[config.mk]
export PLATFORM = sky130hd
export DESIGN_NAME = hazard_controller
export DESIGN_NICKNAME = d
export VERILOG_FILES = /design/src/rtl/hazard_controller.sv
export SDC_FILE = /design/constraint.sdc
export NUM_CORES = 1
export LEC_CHECK = 0
export CORE_UTILIZATION = 46
export DETAILED_ROUTE_END_ITERATION = 7
export PLACE_DENSITY = 0.84
export REMOVE_ABC_BUFFERS = 1
export SYNTH_ARGS = -nofsm -noshare
export SYNTH_HDL_FRONTEND = slang
export SYNTH_SLANG_ARGS = --single-unit
[constraint.sdc]
create_clock -name clk -period 2.4 [get_ports clk]
set_input_delay 0.48 -clock clk [delete_from_list [all_inputs] [get_ports clk]]
set_output_delay 0.48 -clock clk [all_outputs]
set_load 0.01 [all_outputs]
[src/rtl/hazard_controller.sv]
// Pipeline sequencing controller for the 5-stage RV32I core: load-use stalls,
// taken-branch flushes, data-memory freeze with timeout trap, saturating perf counters.
module hazard_controller #(
    parameter int unsigned MEM_TIMEOUT = 16,
    parameter int          CNT_W       = 32
) (
    input  logic             clk,
    input  logic             rst,
    input  logic [6:0]       id_opcode,
    input  logic [4:0]       id_rs1,
    input  logic [4:0]       id_rs2,
    input  logic [4:0]       ex_rd,
    input  logic             ex_memread,
    input  logic             ex_branch_taken,
    input  logic             dmem_req,
    input  logic             dmem_ready,
    output logic             stall,
    output logic             pc_write,
    output logic             ifid_write,
    output logic             ifid_flush,
    output logic             idex_flush,
    output logic             pipe_hold,
    output logic             mem_err,
    output logic [CNT_W-1:0] stall_cycles,
    output logic [CNT_W-1:0] flush_count
);

    typedef enum logic [1:0] {RUN, MEM_WAIT, ERROR} state_t;

    localparam logic [15:0] TIMEOUT16 = MEM_TIMEOUT[15:0];

    state_t           state_q, state_d;
    logic [15:0]      wait_cnt_q, wait_cnt_d;
    logic [CNT_W-1:0] stall_cnt_q, stall_cnt_d;
    logic [CNT_W-1:0] flush_cnt_q, flush_cnt_d;

    logic uses_rs1, uses_rs2, load_use;
    logic freeze, run_eval;

    always_comb begin
        uses_rs1 = 1'b0;
        uses_rs2 = 1'b0;
        case (id_opcode)
            7'b0000011, 7'b0010011:             uses_rs1 = 1'b1;
            7'b0100011, 7'b0110011, 7'b1100011: begin
                uses_rs1 = 1'b1;
                uses_rs2 = 1'b1;
            end
            default: ;
        endcase
        load_use = ex_memread && (ex_rd != 5'd0) &&
                   ((uses_rs1 && (ex_rd == id_rs1)) || (uses_rs2 && (ex_rd == id_rs2)));
    end

    always_comb begin
        state_d    = state_q;
        wait_cnt_d = wait_cnt_q;
        freeze     = 1'b0;
        run_eval   = 1'b0;
        stall      = 1'b0;
        pc_write   = 1'b1;
        ifid_write = 1'b1;
        ifid_flush = 1'b0;
        idex_flush = 1'b0;
        pipe_hold  = 1'b0;
        mem_err    = 1'b0;

        if (!rst) begin
            case (state_q)
                RUN: begin
                    if (dmem_req && !dmem_ready) begin
                        freeze     = 1'b1;
                        state_d    = MEM_WAIT;
                        wait_cnt_d = 16'd1;
                    end else begin
                        run_eval = 1'b1;
                    end
                end
                MEM_WAIT: begin
                    if (!dmem_ready) begin
                        freeze = 1'b1;
                        if ((MEM_TIMEOUT != 0) && (wait_cnt_q == TIMEOUT16)) begin
                            state_d = ERROR;
                        end else begin
                            wait_cnt_d = wait_cnt_q + 16'd1;
                        end
                    end else begin
                        // Ready cycle: the access completes, so the normal RUN priorities apply.
                        run_eval   = 1'b1;
                        state_d    = RUN;
                        wait_cnt_d = 16'd0;
                    end
                end
                ERROR: begin
                    freeze  = 1'b1;
                    mem_err = 1'b1;
                end
                default: state_d = RUN;
            endcase

            if (freeze) begin
                pipe_hold  = 1'b1;
                pc_write   = 1'b0;
                ifid_write = 1'b0;
            end else if (run_eval) begin
                if (ex_branch_taken) begin
                    ifid_flush = 1'b1;
                    idex_flush = 1'b1;
                end else if (load_use) begin
                    stall      = 1'b1;
                    pc_write   = 1'b0;
                    ifid_write = 1'b0;
                end
            end
        end
    end

    always_comb begin
        stall_cnt_d = stall_cnt_q;
        flush_cnt_d = flush_cnt_q;
        if ((stall || pipe_hold) && (stall_cnt_q != {CNT_W{1'b1}})) begin
            stall_cnt_d = stall_cnt_q + CNT_W'(1);
        end
        if (ifid_flush && (flush_cnt_q != {CNT_W{1'b1}})) begin
            flush_cnt_d = flush_cnt_q + CNT_W'(1);
        end
    end

    always_ff @(posedge clk) begin
        if (rst) begin
            state_q     <= RUN;
            wait_cnt_q  <= 16'd0;
            stall_cnt_q <= '0;
            flush_cnt_q <= '0;
        end else begin
            state_q     <= state_d;
            wait_cnt_q  <= wait_cnt_d;
            stall_cnt_q <= stall_cnt_d;
            flush_cnt_q <= flush_cnt_d;
        end
    end

    assign stall_cycles = stall_cnt_q;
    assign flush_count  = flush_cnt_q;

endmodule

==> results of run 1 <==
## cell type report
cell class                 instances  area, um2
tap                              129      161.4
sequential                        82       1642
clock inverter                     6      42.54
timing repair buffer             132       1250
clock buffer                      10      137.6
inverter                          14      52.55
fill                             754       3293
multi-input combinational        410       2661
## what timing repair did
item | 4_1_cts | 5_1_grt
setup buffers | 1 | 0
setup endpoints to repair | 24 | 27
hold endpoints to repair | 0 | 0
resized for setup | 33 | 22
pin swaps | 4 | 5
## state kept, by name, summed over array words and instances (netlist names)
signal / flops
state_q: 2
wait_cnt_q: 16
stall_cycles: 32
flush_count: 32
## power groups by stage
stage	clock, uW	combinational (uW)	sequential (uW)
global route	981	264	1380
detailed placement	0	234	1410
finish	907	244	1380
floorplan	0	88.2	1410
CTS	923	238	1380
global placement	0	227	1410
## per-stage QoR
step	hold WS, ns	power [uW]
floorplan	0.4425	1498
global placement	0.4595	1635
detailed placement	0.4690	1643
CTS	0.4807	2538
global route	0.4989	2623
finish	0.4785	2529
## layout by cell type, fill, tap and decap left out, types with 3 or more instances in the layout
| cell | netlist | routed |
|---|---|---|
| dfxtp_1 | 82 | 82 |
| nor2b_1 | 9 | 9 |
| buf_2 | 7 | 3 |
| nand2_1 | 47 | 47 |
| nor3_1 | 13 | 12 |
| buf_4 | 3 | 30 |
| buf_6 | 5 | 3 |
| inv_1 | 14 | 14 |
| clkdlybuf4s50_1 | 0 | 81 |
| a21oi_2 | 0 | 3 |
| or4_1 | 16 | 12 |
| o31ai_1 | 11 | 11 |
| and4_1 | 9 | 9 |
| nor4_1 | 7 | 6 |
| and2_1 | 6 | 6 |
| clkbuf_8 | 0 | 10 |
| xnor2_1 | 19 | 19 |
| dlymetal6s2s_1 | 0 | 5 |
| nand2b_1 | 3 | 3 |
| mux2_2 | 9 | 8 |
| a21oi_1 | 30 | 27 |
| nand3_1 | 29 | 28 |
| or3_1 | 18 | 18 |
| dlygate4sd2_1 | 0 | 6 |
| nand4_1 | 27 | 27 |
| or4_4 | 0 | 4 |
| and3_1 | 12 | 11 |
| nor2_1 | 61 | 60 |
| xor2_1 | 23 | 23 |
| o21ai_0 | 20 | 20 |
| ha_1 | 4 | 4 |
## cell usage after synthesis (2+ instances only)
cell type / number / area, um2
mux2_2: 9 / 101.4
mux2i_1: 2 / 20.02
o22ai_1: 2 / 12.51
buf_4: 3 / 22.52
o31ai_1: 11 / 82.58
and3_1: 12 / 75.07
nand3_1: 29 / 145.1
o21ai_0: 20 / 100.1
or3_1: 18 / 112.6
nor4_1: 7 / 43.79
a21oi_4: 2 / 32.53
nor3_1: 13 / 65.06
and4_1: 9 / 78.83
xnor2_1: 19 / 166.4
buf_6: 5 / 56.30
inv_1: 14 / 52.55
ha_1: 4 / 50.05
and2_1: 6 / 37.54
nand4_1: 27 / 168.9
dfxtp_1: 82 / 1642
o41ai_1: 2 / 17.52
buf_2: 7 / 35.03
nor4b_1: 2 / 17.52
nand2_1: 47 / 176.4
nor2b_1: 9 / 56.30
o2111ai_2: 2 / 30.03
a21oi_1: 30 / 150.1
or4_1: 16 / 120.1
clkbuf_1: 10 / 37.54
nor3b_1: 3 / 22.52
nand2b_1: 3 / 18.77
o311ai_0: 3 / 26.28
nor2_1: 61 / 229.0
xor2_1: 23 / 201.4
## worst paths after layout
check | end | slack, ns
setup reg to reg | wait_cnt_q[6] | 0.16
hold reg to reg | wait_cnt_q[1] | 0.48
hold / removal | wait_cnt_q[1] | 0.48
setup / recovery | ifid_write | 0.05
## tightest hold or removal path: cells and delay by family (launching register included)
family	cells	cell delay, ns
AND/OR/NAND/NOR	1	0.06
AO/OA/AOI/OAI	1	0.05
flip-flops	1	0.33
## metal layers
| metal | vias up | wire length, um | track usage (%) | share of wire, % |
|---|---|---|---|---|
| li1 | 2159 | - | - | - |
| met1 | 2109 | 4930 | 28.36 | 43 |
| met2 | 124 | 5766 | 41.43 | 51 |
| met3 | 19 | 518 | 4.944 | 4.5 |
| met4 | 0 | 191 | 6.900 | 1.7 |
| met5 | - | 0 | 0 | 0 |
## cell families (layout without fill, tap and decap cells)
| group | count (synthesis) | count (layout) | synth area share (%) |
|---|---|---|---|
| AND/OR/NAND/NOR | 269 | 269 | 33.11 |
| adder cells (fa/ha/maj) | 4 | 4 | 1.136 |
| XOR/XNOR | 42 | 42 | 8.347 |
| multiplexers | 12 | 12 | 3.010 |
| AO/OA/AOI/OAI | 83 | 83 | 12.52 |
| flip-flops | 82 | 82 | 37.25 |
| buffers and inverters | 39 | 162 | 4.628 |
==> impl_metrics.tcl, run 1 <==
set metrics [dict create \
    clock-sinks 82 \
    status "completed" \
    finalWorstPathRequiredPeriod_ns 2.347 \
    min_from "wait_cnt_q[1]" \
    cp-end-kind "primary output" \
    grt_pass1_vias 4134 \
    p_clk_share_pct 35.9 \
    syn_area_um2 4407 \
    cts-root-buf "clkbuf_8" \
    final.setup.tns_ns 0 \
    totalWireLength_um 11410 \
    fin_util_pct 64.36 \
    avgViaCountPerCell 5.633 \
    async_flop_share_pct 0 \
    cts_hold_buf 0 \
    worstReg2RegStart "wait_cnt_q[0]" \
    die_h_um 99.88 \
    yosysSeqAreaShare_pct 37.25 \
    critPathMaxFanout 3 \
    drive_gt1_share_pct 14.37 \
    grt_start_max_net_pins 74 \
    clkTransAtPathRegs_ns 0.09 \
    rsz0062_at_grt "false" \
    p_per_area_nw_per_um2 425.2 \
    syn_to_final_growth_pct 34.95 \
    dieArea_um2 9975 \
    grt_pass1_wl_um 19060 \
    drt_first_pass_iters 4 \
    start_kind "input pin" \
    dp_slack_ns -0.5764 \
    cp_cell_sequence "dlygate4sd2_1 -> or4_4 -> o211ai_2 -> a211oi_2 -> a21oi_4 -> buf_2" \
    wl_per_cell_um 14.57 \
    skew_ns 0.01446 \
    grt_usage_pct 23.36 \
    cp_slowest_cell "or4_4" \
    numCtsBuffers 9 \
    ir_drop_mv 0.2448 \
    synthCells 531 \
    synth_edf_count 0 \
    synthFlopType "dfxtp_1" \
    finalCritPeriodShare_pct 97.79 \
    die_w_um 99.88 \
    htreeDepth 3 \
    insertion_delay_ns 0.35 \
    drv_slew 0 \
    hp-class "reg2reg" \
    coreArea_um2 9240 \
    cp-startpoint "ex_rd[1]" \
    p_switching_uw 637.1 \
    finish.instance_area_um2 5947 \
    synthDistinctLibCells 53 \
    p_sw_share_pct 25.19 \
    critPathKind "in2out" \
    yosysWarnings 0 \
    critical-path-max-stage-delay_ns 0.49 \
    setup_viol 0 \
    fin_cells 783 \
    sequentialPowerShare_pct 54.5 \
    dp_hpwl_um 8425 \
    avgSynthCellArea_um2 8.299 \
    combPwrFrac_pct 9.7 \
    num_vias 4411 \
    cp.arrival_ns 1.87 \
    row_count 35 \
    placed_area_um2 5640 \
    port_buffers 98 \
    cts_buffer_depth 2 \
    cts_tree "built" \
    gr-total-overflow 0 \
    crit_buf_inv 2 \
    io-pin-count 99 \
    diodes 0 \
    required_ns 1.92 \
    antenna_found_initial 0 \
    place.gp.congestion 0.8466 \
    layout_setup_ws_ns 0.05301 \
    rr_worst_depth 8 \
    hold_path_depth 2 \
    power_leakage_uw 0.002009 \
    fmax_mhz 426.1 \
    drt_iter0_drc 148 \
    cap_violations 0 \
    num-nets-final 681 \
    cpLargestDelayFamily "simple AND/OR/NAND/NOR gates" \
    slew_headroom_pct 50.44 \
    dp.cells 766 \
    finalHoldViolCount 0 \
    crit_cells 6 \
    tightestPinTransition_ns 0.7433 \
    p_int_uw 1892 \
    antenna_left 0 \
    synth-seq-cells 82 \
    drcViolationCount 0 \
    initial_core_util_pct 47.69 \
]
Note: power is estimated with default switching activity, not from simulation.
==> run 2: changes to the inputs <==
- CORE_UTILIZATION: 46 -> 55
- PLACE_DENSITY: 0.84 -> 0.93
- clock period: 2.4 -> 2.85 ns (I/O delays scaled with it)
==> impl_metrics.tcl, run 2 (synthesis results as in run 1) <==
set metrics [dict create \
    drt_iter0_drc 194 \
    setup_viol 0 \
    initial_core_util_pct 57.03 \
    tightestPinTransition_ns 0.5056 \
    port_buffers 98 \
    finalHoldViolCount 0 \
    clkTransAtPathRegs_ns 0.08 \
    use_met2_pct 51.13 \
    p_switching_uw 547.0 \
    die_w_um 91.51 \
    sequentialPowerShare_pct 52.0 \
    fin_util_pct 74.22 \
    cts_hold_buf 0 \
    wl_per_cell_um 15.22 \
    cts_tree "built" \
    num_vias 4389 \
    rsz0062_at_grt "false" \
    met1_usage_pct 32.14 \
    finalCritPeriodShare_pct 97.89 \
    slew_headroom_pct 66.29 \
    critPathKind "in2out" \
    layout_commonest_cell "clkdlybuf4s50_1" \
    drcViolationCount 0 \
    num-nets-final 668 \
    syn_to_final_growth_pct 30.15 \
    cts-root-buf "clkbuf_8" \
    coreArea_um2 7727 \
    cp-end-kind "primary output" \
    status "completed" \
    die_h_um 91.51 \
    drt_first_pass_iters 4 \
    antenna_found_initial 0 \
    skew_ns 0.01213 \
    busiest_layer "met2" \
    ir_drop_mv 0.2386 \
    finish.instance_area_um2 5736 \
    required_ns 2.28 \
    avgViaCountPerCell 5.907 \
    cp.arrival_ns 2.22 \
    dieArea_um2 8374 \
    io-pin-count 99 \
    p_int_uw 1681 \
    dp_hpwl_um 8130 \
    htreeDepth 3 \
    gr-total-overflow 0 \
    placed_area_um2 5529 \
    drive_gt1_share_pct 9.984 \
    grt_usage_pct 27.80 \
    start_kind "input pin" \
    fmax_mhz 358.4 \
    antenna_left 0 \
    grt_util_met3_pct 4.188 \
    grt_start_max_net_pins 55 \
    p_clk_share_pct 39.1 \
    grt_pass1_vias 4114 \
    mostFrequentLayoutCells "94 x clkdlybuf4s50_1, 82 x dfxtp_1, 61 x nor2_1" \
    critPathMaxFanout 2 \
    cap_violations 0 \
    power_leakage_uw 0.001869 \
    numCtsBuffers 9 \
    grt_pass1_wl_um 18940 \
    cts_buffer_depth 2 \
    finalPower_uw 2228 \
    totalWireLength_um 11310 \
    diodes 0 \
    row_count 32 \
    clock-sinks 82 \
    place.gp.congestion 0.8706 \
    combPwrFrac_pct 8.8 \
    drv_slew 0 \
    p_sw_share_pct 24.55 \
    finalWorstPathRequiredPeriod_ns 2.790 \
    insertion_delay_ns 0.36 \
    p_per_area_nw_per_um2 388.4 \
    hp-class "reg2reg" \
    final.setup.tns_ns 0 \
]
## run 2: layout make-up
cell class | instances | area [um2]
Timing Repair Buffer | 119 | 1140
Multi-Input combinational cell | 410 | 2571
Fill cell | 552 | 1992
Tap cell | 102 | 127.6
Clock buffer | 11 | 141.4
Clock inverter | 5 | 61.31
Inverter | 14 | 52.55
Sequential cell | 82 | 1642
## run 2: per-stage QoR
stage	setup WS, ns	instances	hold WS (ns)
global route	0.007344	743	0.5124
floorplan	0.2359	506	0.4425
finish	0.06000	743	0.5029
CTS	0.01135	743	0.5027
detailed placement	-0.2427	727	0.4912
global placement	-0.2338	727	0.4586
## run 2: worst max-delay path: stages
cell,delay (ns)
clkdlybuf4s50_1,0.42
or4_1,0.56
o211ai_2,0.17
a211oi_2,0.07
and2_1,0.15
dlygate4sd2_1,0.29
## run 2: metal layers
| metal | up-vias | share of wire [%] |
|---|---|---|
| met4 | 0 | 2.1 |
| met2 | 140 | 52 |
| li1 | 2127 | - |
| met3 | 25 | 4.9 |
| met5 | - | 0 |
| met1 | 2097 | 41 |
## run 2: worst paths after layout
kind / start / slack [ns] / to / depth (start not counted)
worst min-delay path: wait_cnt_q[1] / 0.50 / wait_cnt_q[1] / 2
worst min register to register: wait_cnt_q[1] / 0.50 / wait_cnt_q[1] / 2
worst max register to register: wait_cnt_q[0] / 0.49 / wait_cnt_q[6] / 8
worst max-delay path: ex_rd[1] / 0.06 / stall / 6
## run 2: repair_timing
item | CTS | global route
gates resized for setup | 4 | 4
setup buffers | 0 | 0
gates cloned | 0 | 0
endpoints found under the setup margin | 3 | 5
## run 2: power groups by stage
stage                     registers (uW)  logic [uW]  clock network (uW)
final                               1160         197                 871
after CTS                           1160         197                 873
after global placement              1190         186                   0
after detailed placement            1190         196                   0
after global routing                1160         213                 926
after floorplan                     1190        74.2                   0
==> run 3: changes to the inputs <==
- GPL_TIMING_DRIVEN: not set -> 0
==> impl_metrics.tcl, run 3 (synthesis results as in run 1) <==
set metrics [dict create \
    required_ns 2.28 \
    combPwrFrac_pct 9.4 \
    totalWireLength_um 11490 \
    diodes 0 \
    rsz0062_at_grt "false" \
    port_buffers 98 \
    avgViaCountPerCell 6.043 \
    finalHoldViolCount 0 \
    grt_usage_pct 27.84 \
    fillerInstances 564 \
    tightestPinTransition_ns 1.188 \
    cp_slowest_cell "clkdlybuf4s50_1" \
    die_w_um 91.51 \
    coreArea_um2 7727 \
    clock-sinks 82 \
    dieArea_um2 8374 \
    gr-total-overflow 0 \
    p_switching_uw 509.3 \
    p_sw_share_pct 24.90 \
    slew_headroom_pct 20.83 \
    antenna_found_initial 0 \
    hp-class "reg2reg" \
    htreeDepth 3 \
    path_common_cell "clkdlybuf4s50_1" \
    cts_buffer_depth 2 \
    fmax_mhz 358.3 \
    antenna_left 0 \
    insertion_delay_ns 0.35 \
    dp.cells 707 \
    skew_ns 0.01128 \
    sequentialPowerShare_pct 56.7 \
    ir_drop_mv 0.2848 \
    drive_gt1_share_pct 8.480 \
    p_int_uw 1536 \
    place.gp.congestion 0.8498 \
    drv_slew 0 \
    layout_commonest_cell "clkdlybuf4s50_1" \
    cp-end-kind "primary output" \
    p_clk_share_pct 33.8 \
    drcViolationCount 0 \
    finish.instance_area_um2 5643 \
    finalCritPeriodShare_pct 97.93 \
    grt_pass1_wl_um 19040 \
    grt_start_max_net_pins 50 \
    initial_core_util_pct 57.03 \
    cp.arrival_ns 2.22 \
    critPathMaxFanout 4 \
    cap_violations 0 \
    drt_iter0_drc 204 \
    numCtsBuffers 9 \
    num-nets-final 655 \
    finalWorstPathRequiredPeriod_ns 2.791 \
    critical-path-max-stage-delay_ns 0.55 \
    cts_tree "built" \
    clkTransAtPathRegs_ns 0.08 \
    power_leakage_uw 0.001801 \
    dp_hpwl_um 7533 \
    mostFrequentLayoutCells "90 x clkdlybuf4s50_1, 82 x dfxtp_1, 59 x nor2_1" \
    cts_hold_buf 0 \
    wl_per_cell_um 15.81 \
    row_count 32 \
    cp_cell_sequence "clkdlybuf4s50_1 -> o21bai_4 -> nand3_2 -> inv_1 -> clkdlybuf4s50_1" \
    grt_pass1_vias 4089 \
    placed_area_um2 5379 \
    p_per_area_nw_per_um2 362.4 \
    start_kind "input pin" \
    cts-root-buf "clkbuf_8" \
    critPathKind "in2out" \
    drt_first_pass_iters 5 \
    syn_to_final_growth_pct 28.05 \
    num_vias 4393 \
    fin_util_pct 73.02 \
    die_h_um 91.51 \
    io-pin-count 99 \
    fin_cells 727 \
    setup_viol 0 \
    status "completed" \
]
==> run 3: power groups by stage <==
stage	clock, uW	combinational (uW)	sequential (uW)
3_3_place_gp	0	164	1190
5_1_grt	743	207	1160
4_1_cts	702	185	1160
2_1_floorplan	0	74.2	1190
6_report	692	193	1160
3_5_place_dp	0	169	1190
==> run 3: final timing paths <==
kind	depth (start not counted)	to	start	slack, ns
setup / recovery	5	idex_flush	dmem_req	0.06
hold / removal	2	wait_cnt_q[1]	wait_cnt_q[1]	0.48
setup reg to reg	6	stall_cycles[7]	stall_cycles[10]	0.25
hold reg to reg	2	wait_cnt_q[1]	wait_cnt_q[1]	0.48
==> run 3: layout make-up <==
type	instances	area, um2	share of cell area [%]
sequential	82	1642	29.09
inverter	14	52.55	0.9313
tap	102	127.6	2.262
clock inverter	4	22.52	0.3991
clock buffer	9	123.9	2.195
multi-input combinational	412	2651	46.98
timing repair buffer	104	1023	18.14
==> run 3: routing by layer <==
| metal | vias to the layer above | global-route usage (%) | part of all wire, % |
|---|---|---|---|
| li1 | 2110 | - | - |
| met1 | 2094 | 32.54 | 41 |
| met2 | 154 | 48.75 | 51 |
| met3 | 35 | 4.606 | 4.8 |
| met4 | 0 | 14.15 | 3.4 |
| met5 | - | 0 | 0 |
==> run 3: repair_timing <==
action,4_1_cts,5_1_grt
gates cloned,2,0
endpoints found under the setup margin,37,22
buffers inserted,3,2
gates resized for setup,18,5
pin swaps,3,4
==> run 3: stage by stage <==
stage	total power, uW	setup WS, ns	TNS (ns)	hold WS [ns]
after global routing	2111	0.007764	0	0.5129
after floorplan	1261	0.2359	0	0.4425
final	2045	0.05908	0	0.4799
after global placement	1349	-2.587	-145.43	0.4598
after detailed placement	1355	-1.221	-17.49	0.4732
after CTS	2047	0.001712	0	0.4840
==> run 3: critical path, delay by kind of cell <==
family                 cells  cell delay, ns
AO/OA/AOI/OAI              1            0.21
buffers and inverters      3            1.23
AND/OR/NAND/NOR            1            0.21
==> edit 1, RTL diff (flow settings as in run 3) <==
Encoding of `state_t`: now one-hot (3 bits for 3 states).
--- a/src/rtl/hazard_controller.sv
+++ b/src/rtl/hazard_controller.sv
@@ -25,7 +25,7 @@
     output logic [CNT_W-1:0] flush_count
 );
 
-    typedef enum logic [1:0] {RUN, MEM_WAIT, ERROR} state_t;
+    typedef enum logic [2:0] {RUN = 3'b001, MEM_WAIT = 3'b010, ERROR = 3'b100} state_t;
 
     localparam logic [15:0] TIMEOUT16 = MEM_TIMEOUT[15:0];
 
Function: same outputs for any inputs over 10 cycles, from zero or initial values and one cycle with rst high; not proved beyond that.
==> edit 1 against run 3 <==
Area after synthesis decreased by 5.1%. Die area decreased by 5.0%. Synthesized cell count decreased by 8.5%. Sequential share of layout area increased by 1.1 points. Utilization increased by 2.5 points. Routed wire length decreased by 6.0%. Total power increased by 4.5%. First-iteration DRC count increased by 5.9%. Count of clock-buffer cells in the layout increased by 2. Design area decreased by 2.4%. Worst setup slack improved by 0.051 ns. Sequential cell count increased by 1. Global-route usage decreased by 0.18 points. Largest cell class unchanged.
==> edit 1: results (changes against run 3) <==
- By area the synthesized netlist is led by dfxtp_1 40%, xor2_1 14%, nor2_1 8.3%.
- The share of the synthesized netlist area taken by xor and xnor gates was 17.4% (+9.0 points).
- The kind of path behind the tightest hold check is flop to flop.
- The count of placed standard cells in the final layout, fillers left out came to 688 (-5.4%).
- The count of distinct cell types in the synthesized netlist came to 52 (-1.9%).
- The instance area after placement was 5190 um^2 (-3.4%).
- The worst-case setup slack after placement came to -1.19 ns (+0.0357 ns).
- The met3 track utilization from global routing is 6.46% (+1.9 points).
- The mux contribution to synthesized area is 1.20% (-1.8 points).
- The largest net degree at the start of global routing is 40 (-20%).
- The largest fanout of any net on the critical path is 4 (unchanged).
- The launch point of the worst reg-to-reg path is stall_cycles[0]$_SDFFE_PP0P_.
- The worst setup slack after layout is 0.110 ns (+0.0505 ns).
- The static power due to leakage is 2.03 nW (+13%).
- The mean instance size in the synthesized netlist is 8.60 um^2 (+3.6%).
- The weighted congestion reported at the end of routability-driven placement came to 0.903 (+6.3%).
- The worst register-to-register path ends at stall_cycles[4]$_SDFFE_PP0P_.
- The share of synthesized cell area in full adder, half adder and majority cells is 1.20% (+0.062 points).
- The overall routing resource usage is 27.7% (-0.18 points).
- The count of routing violations after the opening detailed-route iteration is 216 (+5.9%).
- The critical path endpoint is pipe_hold.
- The worst path arrival time was 2.17 ns (-0.05 ns).
- The fraction of met1 tracks used by global routing came to 33.0% (+0.41 points).
- The detailed-route wire length is 10800 um (-6.0%).
- The worst max-slew margin expressed relative to the limit is 61.8% (+41 points).
- The number of global-route vias before repair is 3621 (-11%).
- The number of buffers created by CTS was 9 (unchanged).
- The maximum vdd drop was 0.000322 V (+13%).
- The number of instances in the placed design is 665 (-5.9%).
- The logic depth of the worst register-to-register path was 7 (+1).
- The met2 demand-to-capacity share in global routing was 49.5% (+0.73 points).
- The commonest cells after synthesis are 92 x nor2_1, 83 x dfxtp_1, 69 x xor2_1.
- The per-cell via count in the routed design is 5.65 (-6.5%).
- The number of nets in the layout is 618 (-5.6%).
- The setup skew after layout came to 0.00633 ns (-0.00495 ns).
- The flow ran to the end, and the final reports show no timing, DRC or antenna violations.
- The area fraction in compound gates after synthesis was 3.26% (-9.3 points).
- The share of final-layout standard cells stronger than drive strength 1 is 8.32% (-0.16 points).
- The placed wire-length estimate is 7170 um (-4.8%).
- The global-route wire length before repair was 17100 um (-10%).
- The maximum cell stage delay along the critical path is 0.49 ns (-0.06 ns).
- Tracing the worst setup path back leads to its startpoint at dmem_req.
## edit 1: worst min path at each step
stage | end | cells past startpoint | from
after floorplan | wait_cnt_q[0]$_SDFFE_PP0P_ | 2 | wait_cnt_q[0]$_SDFFE_PP0P_
after global placement | stall_cycles[4]$_SDFFE_PP0P_ | 1 | stall_cycles[4]$_SDFFE_PP0P_
after detailed placement | stall_cycles[25]$_SDFFE_PP0P_ | 2 | stall_cycles[25]$_SDFFE_PP0P_
after CTS | state_q[2]$_SDFFE_PP0P_ | 1 | state_q[0]$_SDFFE_PP1P_
after global routing | wait_cnt_q[0]$_SDFFE_PP0P_ | 2 | wait_cnt_q[0]$_SDFFE_PP0P_
final | stall_cycles[25]$_SDFFE_PP0P_ | 2 | stall_cycles[25]$_SDFFE_PP0P_
## edit 1: layer usage
| layer | part of all wire [%] | vias up |
|---|---|---|
| li1 | - | 1867 |
| met1 | 41 | 1854 |
| met2 | 51 | 152 |
| met3 | 6.1 | 14 |
| met4 | 1.2 | 0 |
| met5 | 0 | - |
## edit 1: metrics by stage
| stage | total power, mW | setup TNS [ns] | hold slack [ns] | utilization (%) |
|---|---|---|---|---|
| 2_1_floorplan | 1.25 | 0 | 0.479 | - |
| 3_3_place_gp | 1.33 | -136.06 | 0.486 | 71.0 |
| 3_5_place_dp | 1.34 | -17.45 | 0.526 | 71.2 |
| 4_1_cts | 2.14 | -0.0507 | 0.539 | 75.1 |
| 5_1_grt | 2.21 | 0 | 0.581 | 75.5 |
| 6_report | 2.14 | 0 | 0.540 | 75.5 |
## edit 1: cells by family (layout without fill, tap and decap cells)
logic type                 after synthesis  in the layout
buffers and inverters                   29            131
muxes                                    5              5
DFF                                     83             83
adders and majority gates                4              4
AOI/OAI and AO/OA                       17             18
and+or+nand+nor                        265            265
xor gates and xnor gates                83             83
## edit 1: cell type report
cell class / count / area, um^2
flip-flops and latches: 83 / 1660
clock buffers: 11 / 141
repair buffers: 107 / 1060
clock inverters: 3 / 40.0
inverters: 10 / 37.5
well taps: 99 / 124
multi-input cells: 375 / 2440
fillers: 534 / 1780
## edit 1: timing repair
action	in CTS	in global routing
setup buffers	8	0
gates cloned	1	0
endpoints found under the setup margin	37	11
pin swaps	5	4
resized for setup	14	18
hold buffers	0	0
## edit 1: report_power, final
part / internal, mW / total, mW / switching [mW]
Combinational: 0.0736 / 0.155 / 0.0815
Sequential: 1.16 / 1.17 / 0.00690
Clock: 0.417 / 0.811 / 0.394
## edit 1: worst reg2reg max path: stages, from the launching register on
cell and delay (ns):
dfxtp_1 0.43, ha_1 0.22, and2_0 0.29, and4_1 0.38, nand3_2 0.48, and2_1 0.43, nand3_1 0.12, mux2i_1 0.19
==> edit 2, RTL diff (flow settings as in run 3) <==
Without the edit above. The parameter `CNT_W` goes from 32 to 64.
--- a/src/rtl/hazard_controller.sv
+++ b/src/rtl/hazard_controller.sv
@@ -2,7 +2,7 @@
 // taken-branch flushes, data-memory freeze with timeout trap, saturating perf counters.
 module hazard_controller #(
     parameter int unsigned MEM_TIMEOUT = 16,
-    parameter int          CNT_W       = 32
+    parameter int          CNT_W       = 64
 ) (
     input  logic             clk,
     input  logic             rst,
Interface: changed (resized flush_count and stall_cycles); port bits go from 99 to 163. The function was not compared with the original's and may differ.
==> edit 2 against run 3 <==
Area after synthesis is 65% higher. Total power is 130% higher. Worst setup slack worse by 0.0082 ns. Routed wire length is 82% higher. Global-route usage is 2.5 points higher. Sequential power is 78% higher. Combinational power is 4% higher. Design area is 76% higher. Critical path depth is 2 higher. Sequential cell count is 64 higher. Highest routed layer unchanged.
==> edit 2: results (changes against run 3) <==
- The logic depth of the worst register-to-register path is 7 (+1).
- The cell sitting at the root of the clock tree is a clkbuf_16.
- The mean instance size in the synthesized netlist came to 8.27 um^2 (-0.31%).
- The most critical setup path has its endpoint at pc_write.
- The area share of the leading cell type in the synthesized netlist is 40.1% (+2.9 points).
- The number of instances in the placed design is 1176 (+66%).
- The instance area after placement is 9000 um^2 (+67%).
- In this run the critical register-to-register path is captured at stall_cycles[58]$_SDFFE_PP0P_.
- The power share of the sequential group is 43.8% (-13 points).
- The detailed route wirelength on metal2 was 10200 um (+74%).
- The number of buffers created by CTS is 17 (+8).
- The per-cell routed wire length is 17.1 um (+8.2%).
- The count of clock-net buffers in the final layout came to 18 (+9).
- The count of flip-flops and latches is 146 (+78%).
- The fraction of met1 tracks used by global routing is 36.2% (+3.7 points).
- The static power due to leakage is 3.32 nW (+84%).
- The largest fanout of any net on the critical path is 3 (-1).
- The maximum cell stage delay along the critical path was 0.40 ns (-0.15 ns).
- The met2 demand-to-capacity share in global routing is 52.3% (+3.6 points).
- The run finished with clean final reports.
- By area the synthesized netlist is led by dfxtp_1 40%, xnor2_1 8.4%, nor2_1 7.5%.
- The sequential cell area fraction in the yosys report is 40.1% (+2.9 points).
- The post-CTS setup buffer count is 5 (+2).
- The weighted congestion reported at the end of routability-driven placement is 0.885 (+4.1%).
- Sorting the synthesized cells by how often they occur yields 146 x dfxtp_1, 146 x nor2_1, 70 x xnor2_1.
- The multi-input gate count is 682 (+66%).
- The worst-case setup slack after placement is -0.931 ns (+0.289 ns).
- The largest net degree at the start of global routing is 85 (+70%).
- The met3 wirelength from detailed routing is 1610 um (+190%).
- The source-to-sink clock delay at the later pin of the worst-skew pair is 0.42 ns (+0.07 ns).
- The minimum setup slack among reg-to-reg paths was 0.10 ns (-0.15 ns).
- The clock-pin transition on the worst setup and hold timing paths is 0.05 ns (-0.03 ns).
- The detailed-route wire length is 20900 um (+82%).
- The count of input and output buffers was 162 (+65%).
- The share of final-layout standard cells stronger than drive strength 1 is 7.91% (-0.57 points).
- The setup skew after layout is 0.00914 ns (-0.00214 ns).
- The total of plain and repair buffers excluding clock buffers was 178 (+71%).
- The post-cts resize count came to 24 (+6).
- The number of nets in the layout is 1069 (+63%).
- The area taken by multi-input logic gates is 4280 um^2 (+61%).
- The total power density per cell area came to 473 nW/um^2 (+30%).
- The total non-filler cell area in the finished layout is 9940 um^2 (+76%).
[edit 2: changes by cell type after synthesis, sizes merged, moves of 12 or more]
cell / before / now
nor2: 61 / 146
nor3: 13 / 40
nand3: 29 / 61
dfxtp: 82 / 146
xnor2: 19 / 70
nand4: 27 / 53
xor2: 23 / 57
and3: 12 / 29
and4: 10 / 22
clkbuf: 10 / 32
[edit 2: kinds of logic (layout without fill, tap and decap cells)]
group	after synthesis	in the layout	share of synthesized area [%]
adder cells (fa/ha/maj)	4	4	0.687
AND/OR/NAND/NOR	485	485	34.9
AO/OA/AOI/OAI	58	59	4.85
buffers and inverters	53	221	3.18
XOR/XNOR	127	127	15.3
flip-flops	146	146	40.1
multiplexers	7	7	1.01
[edit 2: worst max-delay path, delay by kind of cell]
kind                   cells  cell delay, ns
buffers and inverters      3            0.76
AOI/OAI and AO/OA          3            0.74
and+or+nand+nor            1            0.15
